## config.mk

```make
export PLATFORM = sky130hd
export DESIGN_NAME = pc_fetch_ctrl
export DESIGN_NICKNAME = d
export VERILOG_FILES = /design/src/rtl/pc_fetch_ctrl_pkg.sv /design/src/rtl/pc_fetch_ctrl_branch_pend.sv /design/src/rtl/pc_fetch_ctrl.sv
export SDC_FILE = /design/constraint.sdc
export NUM_CORES = 1
export LEC_CHECK = 0
export ABC_AREA = 1
export BUFFER_PORTS_ARGS = -buffer_cell sky130_fd_sc_hd__buf_4
export CAP_MARGIN = 20
export CORE_MARGIN = 1
export CORE_UTILIZATION = 52
export CTS_BUF_LIST = sky130_fd_sc_hd__clkbuf_2 sky130_fd_sc_hd__clkbuf_4 sky130_fd_sc_hd__clkbuf_8
export DETAILED_ROUTE_END_ITERATION = 7
export PLACE_DENSITY_LB_ADDON = 0.05
export SLEW_MARGIN = 10
export SYNTH_ARGS = -nofsm -noshare
export SYNTH_HDL_FRONTEND = slang
export SYNTH_HIERARCHICAL = 1
export SYNTH_SLANG_ARGS = --single-unit
```

## constraint.sdc

```tcl
create_clock -name clk -period 2.8 [get_ports clk]
set_clock_uncertainty 0.2 [all_clocks]
set_input_delay 0.56 -clock clk [delete_from_list [all_inputs] [get_ports clk]]
set_output_delay 0.56 -clock clk [all_outputs]
set_load 0.02 [all_outputs]
```

## src/rtl/pc_fetch_ctrl_pkg.sv

```systemverilog
// Shared definitions for the PC fetch controller.
// FSM state encoding used by the top and its helpers.
package pc_fetch_ctrl_pkg;

  typedef enum logic [1:0] {
    ST_IDLE = 2'd0,
    ST_REQ  = 2'd1,
    ST_WAIT = 2'd2,
    ST_HOLD = 2'd3
  } fetch_st_e;

endpackage

```

## src/rtl/pc_fetch_ctrl_branch_pend.sv

```systemverilog
// Pending-redirect tracker: holds one branch target until
// the PC load that consumes it; the first branch wins.
module fetch_branch_pend
  import pc_fetch_ctrl_pkg::*;
#(
  parameter int Reg_Width = 16
) (
  input  logic                 clk,
  input  logic                 reset,
  input  logic                 i_active,
  input  logic                 i_branch,
  input  logic [Reg_Width-1:0] i_target,
  input  logic                 i_clr,
  output logic                 o_pend,
  output logic [Reg_Width-1:0] o_tgt
);

  logic                 r_pend;
  logic [Reg_Width-1:0] r_tgt;
  logic                 w_set;

  assign w_set  = i_branch & ~r_pend & i_active;
  assign o_pend = r_pend;
  assign o_tgt  = r_tgt;

  always_ff @(posedge clk or negedge reset) begin
    if (!reset) begin
      r_pend <= 1'b0;
      r_tgt  <= '0;
    end else if (w_set) begin
      r_pend <= 1'b1;
      r_tgt  <= i_target;
    end else if (i_clr) begin
      r_pend <= 1'b0;
    end
  end

endmodule

```

## src/rtl/pc_fetch_ctrl.sv

```systemverilog
// Instruction fetch sequencer driving the PC register
// strobes, with single-delay-slot branch redirects.
module pc_fetch_ctrl
  import pc_fetch_ctrl_pkg::*;
#(
  parameter int Reg_Width   = 16,
  parameter int Instr_Width = 16
) (
  input  logic                   clk,
  input  logic                   reset,
  input  logic                   start,
  input  logic                   stop,
  input  logic [Reg_Width-1:0]   pc_value,
  output logic                   pc_load,
  output logic                   pc_inc,
  output logic [Reg_Width-1:0]   pc_load_data,
  input  logic                   branch_taken,
  input  logic [Reg_Width-1:0]   branch_target,
  output logic                   mem_req,
  output logic [Reg_Width-1:0]   mem_addr,
  input  logic [Instr_Width-1:0] mem_rdata,
  input  logic                   mem_ack,
  output logic [Instr_Width-1:0] instr_out,
  output logic                   instr_valid,
  input  logic                   dec_ready
);

  fetch_st_e              r_st;
  fetch_st_e              w_nxt;
  logic [Reg_Width-1:0]   r_addr;
  logic [Instr_Width-1:0] r_instr;
  logic                   w_pend;
  logic [Reg_Width-1:0]   w_tgt;

  fetch_branch_pend #(
    .Reg_Width(Reg_Width)
  ) u_pend (
    .clk     (clk),
    .reset   (reset),
    .i_active(r_st != ST_IDLE),
    .i_branch(branch_taken),
    .i_target(branch_target),
    .i_clr   (pc_load),
    .o_pend  (w_pend),
    .o_tgt   (w_tgt)
  );

  assign pc_load_data = w_tgt;
  assign instr_out    = r_instr;

  always_comb begin
    w_nxt       = r_st;
    mem_req     = 1'b0;
    mem_addr    = '0;
    pc_load     = 1'b0;
    pc_inc      = 1'b0;
    instr_valid = 1'b0;
    unique case (r_st)
      ST_IDLE: begin
        if (start) w_nxt = ST_REQ;
      end
      ST_REQ: begin
        mem_req  = 1'b1;
        mem_addr = pc_value;
        w_nxt    = ST_WAIT;
      end
      ST_WAIT: begin
        mem_req  = 1'b1;
        mem_addr = r_addr;
        if (mem_ack) begin
          pc_load = w_pend;
          pc_inc  = ~w_pend;
          w_nxt   = ST_HOLD;
        end
      end
      ST_HOLD: begin
        instr_valid = 1'b1;
        // Increment already happened at ack; only a redirect remains
        if (dec_ready) begin
          pc_load = w_pend;
          w_nxt   = stop ? ST_IDLE : ST_REQ;
        end
      end
      default: w_nxt = ST_IDLE;
    endcase
  end

  always_ff @(posedge clk or negedge reset) begin
    if (!reset) begin
      r_st    <= ST_IDLE;
      r_addr  <= '0;
      r_instr <= '0;
    end else begin
      r_st <= w_nxt;
      if (r_st == ST_REQ) r_addr <= pc_value;
      if (r_st == ST_WAIT && mem_ack) r_instr <= mem_rdata;
    end
  end

endmodule

```

# Word-level counts from Yosys, hierarchy flattened
# Cells that the tools add are included.
# Widths: inputs -> output; s select.
[word_totals]
regBits = 51
elab_cells = 35
output_inout_bits = 52
input_bits = 55
[classes]
n_eq_ne = 6
mux = 15
n_bitwise = 3
n_reduce_logical = 6
[op_table]
columns = ["op", "count"]
rows = [
  ["$pmux 16 s2", 1],
  ["$mux 1", 9],
  ["$pmux 2 s4", 1],
  ["$mux 2", 3],
  ["$ne 2x2->1 const B", 3],
  ["$eq 2x2->1 const B", 2],
  ["$reduce_bool 2->1", 2],
  ["$reduce_and 3->1", 1],
  ["$and 1x1->1", 2],
  ["$eq 2x1->1 const B", 1],
  ["$logic_not 2->1", 1],
  ["$pmux 1 s2", 1],
  ["$reduce_or 2->1", 1],
  ["$logic_and 1x1->1", 1],
  ["$not 1->1", 1],
]

# Logic depth before layout (Yosys ltp)
# Gate-level depths: netlist of the first run.
[depth]
word_depth = 4
ltp_mapped = 8
mapped_depth_nobuf = 7

# Hierarchy
# The synthesis of the first run kept the hierarchy.
[modules_own_cells]
columns = ["mod", "seq_area_each_um2", "n_inst", "cells_per_inst", "area_per_inst_um2"]
rows = [
  ["pc_fetch_ctrl", 850.8, 1, 210, 1652.8],
  ["fetch_branch_pend", 425.4, 1, 74, 726.9],
]

# Least setup slack after synthesis of the first run
# OpenSTA, ideal clock, no wires.
[synth_timing]
path_kind = "reg-to-output"
from = "register r_st[0]"
to = "output port mem_addr[10]"
stages_incl_launch_ff = 6
path_buffers = 1
slack_ps = 470
t_arrival_ps = 1570
required_time_ps = 2040
cell_sequence = "dfrtp_1 > inv_1 > ha_1 > inv_1 > buf_2 > a21oi_1"
[synth_via]
elab_chain_cells = 2
elab_cells_between_ends = 3
cone_classes = "2 x eq/ne; 1 x mux"
[synth_rtl]
columns = ["element", "line", "rtl"]
rows = [
  ["from (decl)", "pc_fetch_ctrl.sv:28", "fetch_st_e r_st;"],
  ["from (signal assigned)", "pc_fetch_ctrl.sv:94", "r_st <= w_nxt;"],
  ["$eq 2x2->1 or $eq 2x1->1 (tied branches)", "pc_fetch_ctrl.sv:58", "unique case (r_st)"],
  ["$pmux 16 s2 (*)", "pc_fetch_ctrl.sv:58", ""],
  ["to (decl)", "pc_fetch_ctrl.sv:20", "output logic [Reg_Width-1:0] mem_addr,"],
]
# Mark *: on every way between the ends. The rest lies on a longest branch, timed or not.

# Worst setup path in the final report of the first run
[layout_timing]
from = "register r_st[0]"
to = "output port mem_addr[9]"
# The elaborated chain is that of the path after synthesis.

==> metrics.cfg, run 1 <==
[worst_setup_path]
worst_path_largest_cell_delay_ns=0.41
reg2reg_from=r_st[0]
cp_top_family=buffers and inverters
endpoint_kind=output pin
cp_num_buf_inv=3
path_cells=inv_1 > ha_1 > inv_1 > a21oi_1 > buf_4
crit_path_start_kind=flip-flop
critPathMostFrequentCell=inv_1
crit_arrival_ns=1.85
cp.required_ns=2.04
cpMaxStageDelayCell=dfrtp_1
worstSetupStartpoint=r_st[0]
setup.worst_path.class=flip-flop to output pin
crit_fanout=16

[cts]
path_clk_slew_ns=0.09
cts_hold_buf=0
clock_path_buffers=2
cts_max_level=2
post_cts_buffers=0
cts_root_buffer=clkbuf_8
tritoncts=yes
clock-sinks=51
cts-buffers-inserted=5
post_cts_resized=0
clk_latency_ns=0.29

[yosys]
netlist_instances=284
yosys-top-cells-area=dfrtp_1 (54%), nand2_1 (17%), nand4_1 (4.2%)
ys_top_cells_by_count=nand2_1 (108), dfrtp_1 (51), inv_1 (26)
synthArstFlopShare=1.00
synth-edff-count=0
synth_cell_types=16
post-synth-top-area-fraction=0.536
synth_area_per_cell_sq_um=8.38
synth-seq-cells=51
synthFlopType=dfrtp_1
netlist_area_sq_um=2380
synth_warnings=6
syn-num-nets=345
yosysTopAreaCell=dfrtp_1
yosysMostFrequentCell=nand2_1
seq_area_frac_synth=0.536

[finish]
final_util=0.741
diodes=0
synthToLayoutAreaGrowth_pct=36.4
nNetsFinal=443
fill_cells=369
drive_gt1_frac=0.316

[sta]
rsz0062_at_grt=no
hold_viol=0
finalCriticalPeriod_ns=2.61
period_share=0.931
worst_pin_slew_ns=0.630
slew_headroom=0.580
maxSlewViolCount=0
setup_viol=0
fmax_ghz=0.384
tns_ns=0

[route]
vias=2181
viasPerCell=5.01
routed_wl_mm=5.41
final_antenna_net_count=0
drcViolationCount=0
wire_per_inst_microns=12.4
dr.pass1.iters=4
drt_iter0_markers=174

[die]
rows=24
die_w_microns=69.7
die_area_sq_um=4850
core_area_sq_um=4380
die_h_microns=69.7
boundaryPins=107
initial_utilization=0.543

[global_routing]
grt_max_degree=52
grt_pass1_wl_mm=9.09
grt.total_usage=0.232
antenna_found_initial=0
grt_pass1_vias=2044
overflow=0

[hold_path]
hold_path_class=input pin to asynchronous set/reset pin

[run_status]
status=finished, final reports clean

[place]
gp_congestion=0.828
post-dp-hpwl_mm=3.82
io_buffers=106

[power_and_ir_drop]
vdd_drop_max_uv=556
p_leak_uw=0.00179
p_per_area_nw_per_um2=1180

[job]
drv_cap=0

power breakdown:
part | internal [uW] | total, uW | switching [uW]
registers | 1090 | 1300 | 208
clock network | 236 | 463 | 227
logic | 786 | 2070 | 1280
cells in the final DEF (no fill, tap or decap), drive strengths merged:
cell	instances
a21oi	17
buf	108
clkbuf	8
dfrtp	51
ha	6
inv	27
nand2	110
nand3	20
nand4	16
nor2	3
o21ai	17
kinds of logic after synthesis:
| kind of cell | count (synthesis) | share of synthesized area |
|---|---|---|
| AND/OR/NAND/NOR | 149 | 0.270 |
| flip-flops | 51 | 0.536 |
| adder cells (fa/ha/maj) | 6 | 0.0315 |
| buffers and inverters | 44 | 0.0910 |
| AO/OA/AOI/OAI | 34 | 0.0715 |
area by class of cell:
cell class                      count  area (sq um)  share of cell area
Sequential cell                    51          1280               0.393
Multi-Input combinational cell    189           890               0.274
Timing Repair Buffer              108           811               0.250
Clock buffer                        8           104              0.0320
Inverter                           27           101              0.0312
Tap cell                           52          65.1              0.0200
flip-flops by register name, indices dropped and copies added (netlist names):
signal	count
instr_out	16
r_addr	16
r_st	2
u_pend/o_pend	1
u_pend/o_tgt	16
per-stage QoR:
| stage | hold WS, ns | instances | power, uW | worst slack (ns) | area, sq um |
|---|---|---|---|---|---|
| detailed placement | 0.260 | 427 | 3390 | 0.421 | 3140 |
| floorplan | 0.0644 | 284 | 2620 | 0.470 | 2380 |
| finish | 0.0849 | 435 | 3830 | 0.194 | 3250 |
| global route | 0.130 | 435 | 4110 | 0.0505 | 3250 |
| global placement | 0.255 | 427 | 3340 | 0.452 | 3140 |
| CTS | 0.103 | 435 | 3860 | 0.0893 | 3240 |
layer usage:
metal  vias to the layer above  part of all wire  track usage
met1                      1009              0.45        0.309
li1                       1098                 -            -
met3                         9             0.054       0.0451
met5                         -                 0            0
met2                        65              0.48        0.380
met4                         0             0.016       0.0867
final timing paths:
check	slack, ns	to	cells past startpoint
worst max register to register	0.87	u_pend/o_tgt[7]	6
max in group asynchronous	1.89	r_addr[6]	1
worst max-delay path	0.19	mem_addr[9]	5
worst min register to register	0.28	u_pend/o_tgt[6]	2
worst min-delay path	0.08	instr_out[4]	1
min in group clk	0.28	u_pend/o_tgt[6]	2
No activity file was read; power rests on OpenSTA's default activity.
==> run 2, diff against run 1 <==
--- a/config.mk
+++ b/config.mk
@@ -12,7 +12,7 @@
 export CORE_UTILIZATION = 52
 export CTS_BUF_LIST = sky130_fd_sc_hd__clkbuf_2 sky130_fd_sc_hd__clkbuf_4 sky130_fd_sc_hd__clkbuf_8
 export DETAILED_ROUTE_END_ITERATION = 7
-export PLACE_DENSITY_LB_ADDON = 0.05
+export PLACE_DENSITY = 0.87
 export SLEW_MARGIN = 10
 export SYNTH_ARGS = -nofsm -noshare
 export SYNTH_HDL_FRONTEND = slang
==> run 2 against run 1 <==
Total power decreased by 0.96%. Clock-buffer cell count decreased by 2. Highest routed layer unchanged. Largest power group unchanged. Wire length decreased by 0.46%.
==> metrics.cfg, run 2 (same netlist as run 1, synthesis figures left out) <==
[run_status]
status=finished, final reports clean  ; unchanged

[finish]
nNetsFinal=444  ; was 443
mostFrequentLayoutCells=buf_4 (109), nand2_1 (108), dfrtp_1 (51)  ; was nand2_1 (108), buf_4 (108), dfrtp_1 (51)
fill_cells=349  ; was 369
diodes=0  ; unchanged
synthToLayoutAreaGrowth_pct=36.0  ; was 36.4%
multiInputGateArea_sq_um=887  ; was 890 sq um
regArea_sq_um=1280  ; unchanged
drive_gt1_frac=0.313  ; was 0.316
final_common_cell=buf_4
final_area_sq_um=3240  ; was 3250 sq um
final_util=0.738  ; was 0.741

[cts]
clk_latency_ns=0.29  ; about the same
tritoncts=yes  ; unchanged
path_clk_slew_ns=0.09  ; about the same
cts_root_buffer=clkbuf_8  ; unchanged
cts_hold_buf=0  ; unchanged
post_cts_buffers=0  ; unchanged
post_cts_resized=0  ; unchanged
cts-buffers-inserted=5  ; unchanged
clock_path_buffers=2  ; unchanged
cts_max_level=2  ; unchanged
clock-sinks=51  ; unchanged

[global_routing]
grt_pass1_vias=2095  ; was 2044
grt_max_degree=52  ; unchanged
grt.total_usage=0.230  ; was 0.232
antenna_found_initial=0  ; unchanged
grt_pass1_wl_mm=9.05  ; was 9.09 mm
overflow=0  ; unchanged

[worst_setup_path]
crit_fanout=16  ; unchanged
cp.required_ns=2.04  ; about the same
cp.depth=5  ; unchanged
crit_path_start_kind=flip-flop  ; unchanged
cp_num_buf_inv=3  ; unchanged
endpoint_kind=output pin  ; unchanged
path_cells=inv_1 > ha_1 > inv_1 > a21oi_1 > buf_4  ; unchanged
reg2reg_from=r_st[1]  ; was r_st[0]
reg2reg_depth=6  ; unchanged
crit_arrival_ns=1.85  ; about the same
cpMaxStageDelayCell=dfrtp_1  ; unchanged
worst_path_largest_cell_delay_ns=0.45  ; was 0.41 ns
setup.worst_path.class=flip-flop to output pin  ; unchanged
cp_top_family=buffers and inverters  ; unchanged
worstSetupStartpoint=r_st[1]  ; was r_st[0]
critPathMostFrequentCell=inv_1  ; unchanged

[route]
drt_iter0_markers=160  ; was 174
wire_per_inst_microns=12.4  ; about the same
routed_wl_mm=5.39  ; was 5.41 mm
vias=2186  ; was 2181
final_antenna_net_count=0  ; unchanged
drcViolationCount=0  ; unchanged
viasPerCell=5.03  ; was 5.01
dr.pass1.iters=4  ; unchanged

[power_and_ir_drop]
p_leak_uw=0.00179  ; about the same
vdd_drop_max_uv=779  ; was 556 uV
p_per_area_nw_per_um2=1170  ; was 1180 nW/um^2

[hold_path]
hold_path_class=input pin to asynchronous set/reset pin  ; unchanged

[sta]
worst_pin_slew_ns=0.606  ; was 0.630 ns
finalCriticalPeriod_ns=2.61  ; about the same
rsz0062_at_grt=no  ; unchanged
tns_ns=0  ; unchanged
setup_viol=0  ; unchanged
hold_slack_ns=0.0701  ; was 0.0849 ns
setup_ws_ns=0.190  ; was 0.194 ns
hold_viol=0  ; unchanged
fmax_ghz=0.383  ; was 0.384 GHz
slew_headroom=0.596  ; was 0.580
period_share=0.932  ; was 0.931
maxSlewViolCount=0  ; unchanged

[die]
core_area_sq_um=4380  ; unchanged
initial_utilization=0.543  ; unchanged
die_w_microns=69.7  ; unchanged
boundaryPins=107  ; unchanged
die_h_microns=69.7  ; unchanged
rows=24  ; unchanged
die_area_sq_um=4850  ; unchanged

[job]
drv_cap=0  ; unchanged

[place]
io_buffers=106  ; unchanged
postPlaceCellArea_sq_um=3150  ; was 3140 sq um
gp_congestion=0.813  ; was 0.828
place_ws_ns=0.529  ; was 0.421 ns
post-dp-hpwl_mm=3.87  ; was 3.82 mm

run 2: worst paths after layout:
path                                    endpoint  slack, ns
worst min-delay path                   r_addr[0]       0.07
worst min register to register      instr_out[4]       0.28
worst max-delay path                 mem_addr[3]       0.19
min in group clk                    instr_out[4]       0.28
worst max register to register  u_pend/o_tgt[12]       0.81
max in group asynchronous        u_pend/o_tgt[1]       1.92
run 2: worst register-to-register path, cell delays in order (launching register included):
cell,delay [ns]
dfrtp_1,0.45
inv_1,0.12
ha_1,0.22
inv_1,0.41
nand3_4,0.28
nand2_1,0.14
nand2_1,0.06
run 2: layer usage:
layer	vias to the layer above	wire [microns]	global-route usage	part of all wire
met5	-	0	0	0
met2	78	2730	0.400	0.51
li1	1103	-	-	-
met1	999	2280	0.283	0.42
met4	0	38	0.0667	0.0071
met3	6	347	0.0581	0.064
run 2: power by group:
part / switching, uW / internal (uW)
clock network: 220 / 194
registers: 210 / 1090
logic: 1290 / 791
total: 1710 / 2080
run 2: layout make-up:
cell class	count	share of cell area
sequential	51	0.394
multi-input combinational	189	0.274
timing repair buffer	109	0.253
inverter	27	0.0313
clock buffer	6	0.0255
tap	52	0.0201
clock inverter	1	0.00155
run 2: per-stage QoR:
stage	power, uW	std cells
after floorplan	2620	284
after global placement	3340	428
after detailed placement	3400	428
after CTS	3820	435
after global routing	4080	435
final	3790	435
==> run 3, diff against run 2 <==
--- a/config.mk
+++ b/config.mk
@@ -9,10 +9,9 @@
 export BUFFER_PORTS_ARGS = -buffer_cell sky130_fd_sc_hd__buf_4
 export CAP_MARGIN = 20
 export CORE_MARGIN = 1
-export CORE_UTILIZATION = 52
+export CORE_UTILIZATION = 29
 export CTS_BUF_LIST = sky130_fd_sc_hd__clkbuf_2 sky130_fd_sc_hd__clkbuf_4 sky130_fd_sc_hd__clkbuf_8
 export DETAILED_ROUTE_END_ITERATION = 7
-export PLACE_DENSITY = 0.87
 export SLEW_MARGIN = 10
 export SYNTH_ARGS = -nofsm -noshare
 export SYNTH_HDL_FRONTEND = slang
==> run 3 against run 2 <==
Setup slack gained 0.0091 ns. Core utilization shrank 31 points. Critical path depth grew 1. Critical endpoint is now mem_addr[15]. Largest power group unchanged.
==> metrics.cfg, run 3 (same netlist as run 1, synthesis figures left out) <==
[power_and_ir_drop]
p_per_area_nw_per_um2=1190  ; was 1170 nW/um^2
p_int_uw=2220  ; was 2080 uW
switchingPower_uw=1760  ; was 1710 uW
power_frac_seq=0.328  ; was 0.343
combPwrFrac=0.544  ; was 0.548
p_leak_uw=0.00180  ; was 0.00179 uW
clkPwrFrac=0.128  ; was 0.109
swShare=0.442  ; was 0.452
vdd_drop_max_uv=442  ; was 779 uV

[finish]
diodes=0  ; unchanged
mostFrequentLayoutCells=buf_4 (109), nand2_1 (108), dfrtp_1 (51)  ; unchanged
final_common_cell=buf_4  ; unchanged
drive_gt1_frac=0.320  ; was 0.313
instances_no_fill=486  ; was 435
synthToLayoutAreaGrowth_pct=40.5  ; was 36.0%
final_area_sq_um=3340  ; was 3240 sq um
nNetsFinal=445  ; was 444

[run_status]
status=finished, final reports clean  ; unchanged

[route]
routed_wl_mm=5.82  ; was 5.39 mm
wire_per_inst_microns=12.0  ; was 12.4 microns
drt_iter0_markers=53  ; was 160
vias=2185  ; was 2186
drcViolationCount=0  ; unchanged
dr.pass1.iters=4  ; unchanged
final_antenna_net_count=0  ; unchanged
viasPerCell=4.50  ; was 5.03

[die]
die_h_microns=92.6  ; was 69.7 microns
rows=32  ; was 24
boundaryPins=107  ; unchanged
core_area_sq_um=7850  ; was 4380 sq um
die_area_sq_um=8570  ; was 4850 sq um
die_w_microns=92.6  ; was 69.7 microns
initial_utilization=0.303  ; was 0.543

[hold_path]
hold_path_class=input pin to asynchronous set/reset pin  ; unchanged

[job]
drv_cap=0  ; unchanged

[sta]
hold_viol=0  ; unchanged
slew_headroom=0.568  ; was 0.596
worst_pin_slew_ns=0.649  ; was 0.606 ns
tns_ns=0  ; unchanged
setup_viol=0  ; unchanged
maxSlewViolCount=0  ; unchanged
period_share=0.929  ; was 0.932
fmax_ghz=0.384  ; was 0.383 GHz
finalCriticalPeriod_ns=2.60  ; was 2.61 ns
rsz0062_at_grt=no  ; unchanged

[worst_setup_path]
path_cells=inv_1 > ha_1 > clkinvlp_4 > buf_12 > a21oi_1 > buf_4  ; was inv_1 > ha_1 > inv_1 > a21oi_1 > buf_4
cpMaxStageDelayCell=dfrtp_1  ; unchanged
endpoint_kind=output pin  ; unchanged
r2r_slack_ns=0.77  ; was 0.81 ns
cp.required_ns=2.04  ; about the same
crit_arrival_ns=1.84  ; was 1.85 ns
crit_fanout=16  ; unchanged
worst_path_largest_cell_delay_ns=0.47  ; was 0.45 ns
setup.worst_path.class=flip-flop to output pin  ; unchanged
crit_path_start_kind=flip-flop  ; unchanged

[cts]
tritoncts=yes  ; unchanged
cts-buffers-inserted=5  ; unchanged
clock_path_buffers=2  ; unchanged
path_clk_slew_ns=0.09  ; about the same
cts_max_level=2  ; unchanged
clock-sinks=51  ; unchanged
clk_latency_ns=0.30  ; was 0.29 ns
cts_root_buffer=clkbuf_8  ; unchanged

[global_routing]
grt.total_usage=0.141  ; was 0.230
grt_pass1_wl_mm=9.74  ; was 9.05 mm
grt_max_degree=52  ; unchanged
antenna_found_initial=0  ; unchanged
grt_pass1_vias=2067  ; was 2095
overflow=0  ; unchanged

[place]
postPlaceCellArea_sq_um=3210  ; was 3150 sq um
io_buffers=106  ; unchanged
gp_congestion=0.722  ; was 0.813
placed_cells=478  ; was 428
post-dp-hpwl_mm=4.14  ; was 3.87 mm

-- run 3: cell count changes in the layout (fill, tap and decap cells not counted) --
cell	delta
clkbuf_8	-1
clkbuf_4	+1
bufinv_16	+1
clkinv_2	-1
clkinvlp_4	+1
ha_1	-1
inv_1	-1
buf_12	+1
ha_2	+1
-- run 3: path summary, 6_finish.rpt --
kind	start	to	depth (start not counted)
setup / recovery	r_st[1]	mem_addr[15]	6
hold / removal	reset	instr_out[8]	1
setup reg to reg	r_st[0]	u_pend/o_tgt[9]	6
hold reg to reg	instr_out[5]	instr_out[5]	2
max in group asynchronous	reset	r_addr[0]	1
min in group clk	pc_value[12]	r_addr[12]	3
-- run 3: critical path, delay by kind of cell, from the launching register on --
family,cells,cell delay (ns)
flops,1,0.47
fa+ha+maj,1,0.37
compound gates,1,0.14
buf+inv,4,0.56
-- run 3: repair_timing --
action                                  4_1_cts  5_1_grt
hold buffers                                  0        0
buffers inserted                              0        1
endpoints found under the setup margin        0       14
resized for setup                             0        2
-- run 3: routing by layer --
layer / up-vias / wire length [microns] / global-route usage
met4: 0 / 45 / 0.0313
li1: 1099 / - / -
met5: - / 0 / 0
met2: 64 / 2740 / 0.234
met1: 1017 / 2660 / 0.186
met3: 5 / 379 / 0.0345
-- run 3: through the flow --
step / utilization / power, uW / hold WS (ns) / worst slack (ns)
after CTS: 0.423 / 3940 / 0.110 / 0.127
after global routing: 0.426 / 4320 / 0.129 / 0.0392
after floorplan: - / 2620 / 0.0644 / 0.470
after global placement: 0.409 / 3380 / 0.257 / 0.566
final: 0.426 / 3970 / 0.0714 / 0.199
after detailed placement: 0.409 / 3420 / 0.262 / 0.485
-- run 3: layout make-up --
| class | count | area, sq um |
|---|---|---|
| fill | 826 | 4500 |
| sequential | 51 | 1280 |
| multi-input combinational | 189 | 890 |
| timing repair buffer | 110 | 838 |
| tap | 102 | 128 |
| inverter | 27 | 105 |
| clock buffer | 6 | 76.3 |
| clock inverter | 1 | 30.0 |
-- run 3: power by group through the flow --
stage / Clock (uW) / Combinational [uW] / Sequential [uW]
finish: 508 / 2160 / 1300
global route: 562 / 2410 / 1350
CTS: 526 / 2110 / 1300
detailed placement: 0 / 2110 / 1310
global placement: 0 / 2070 / 1310
floorplan: 0 / 1080 / 1540
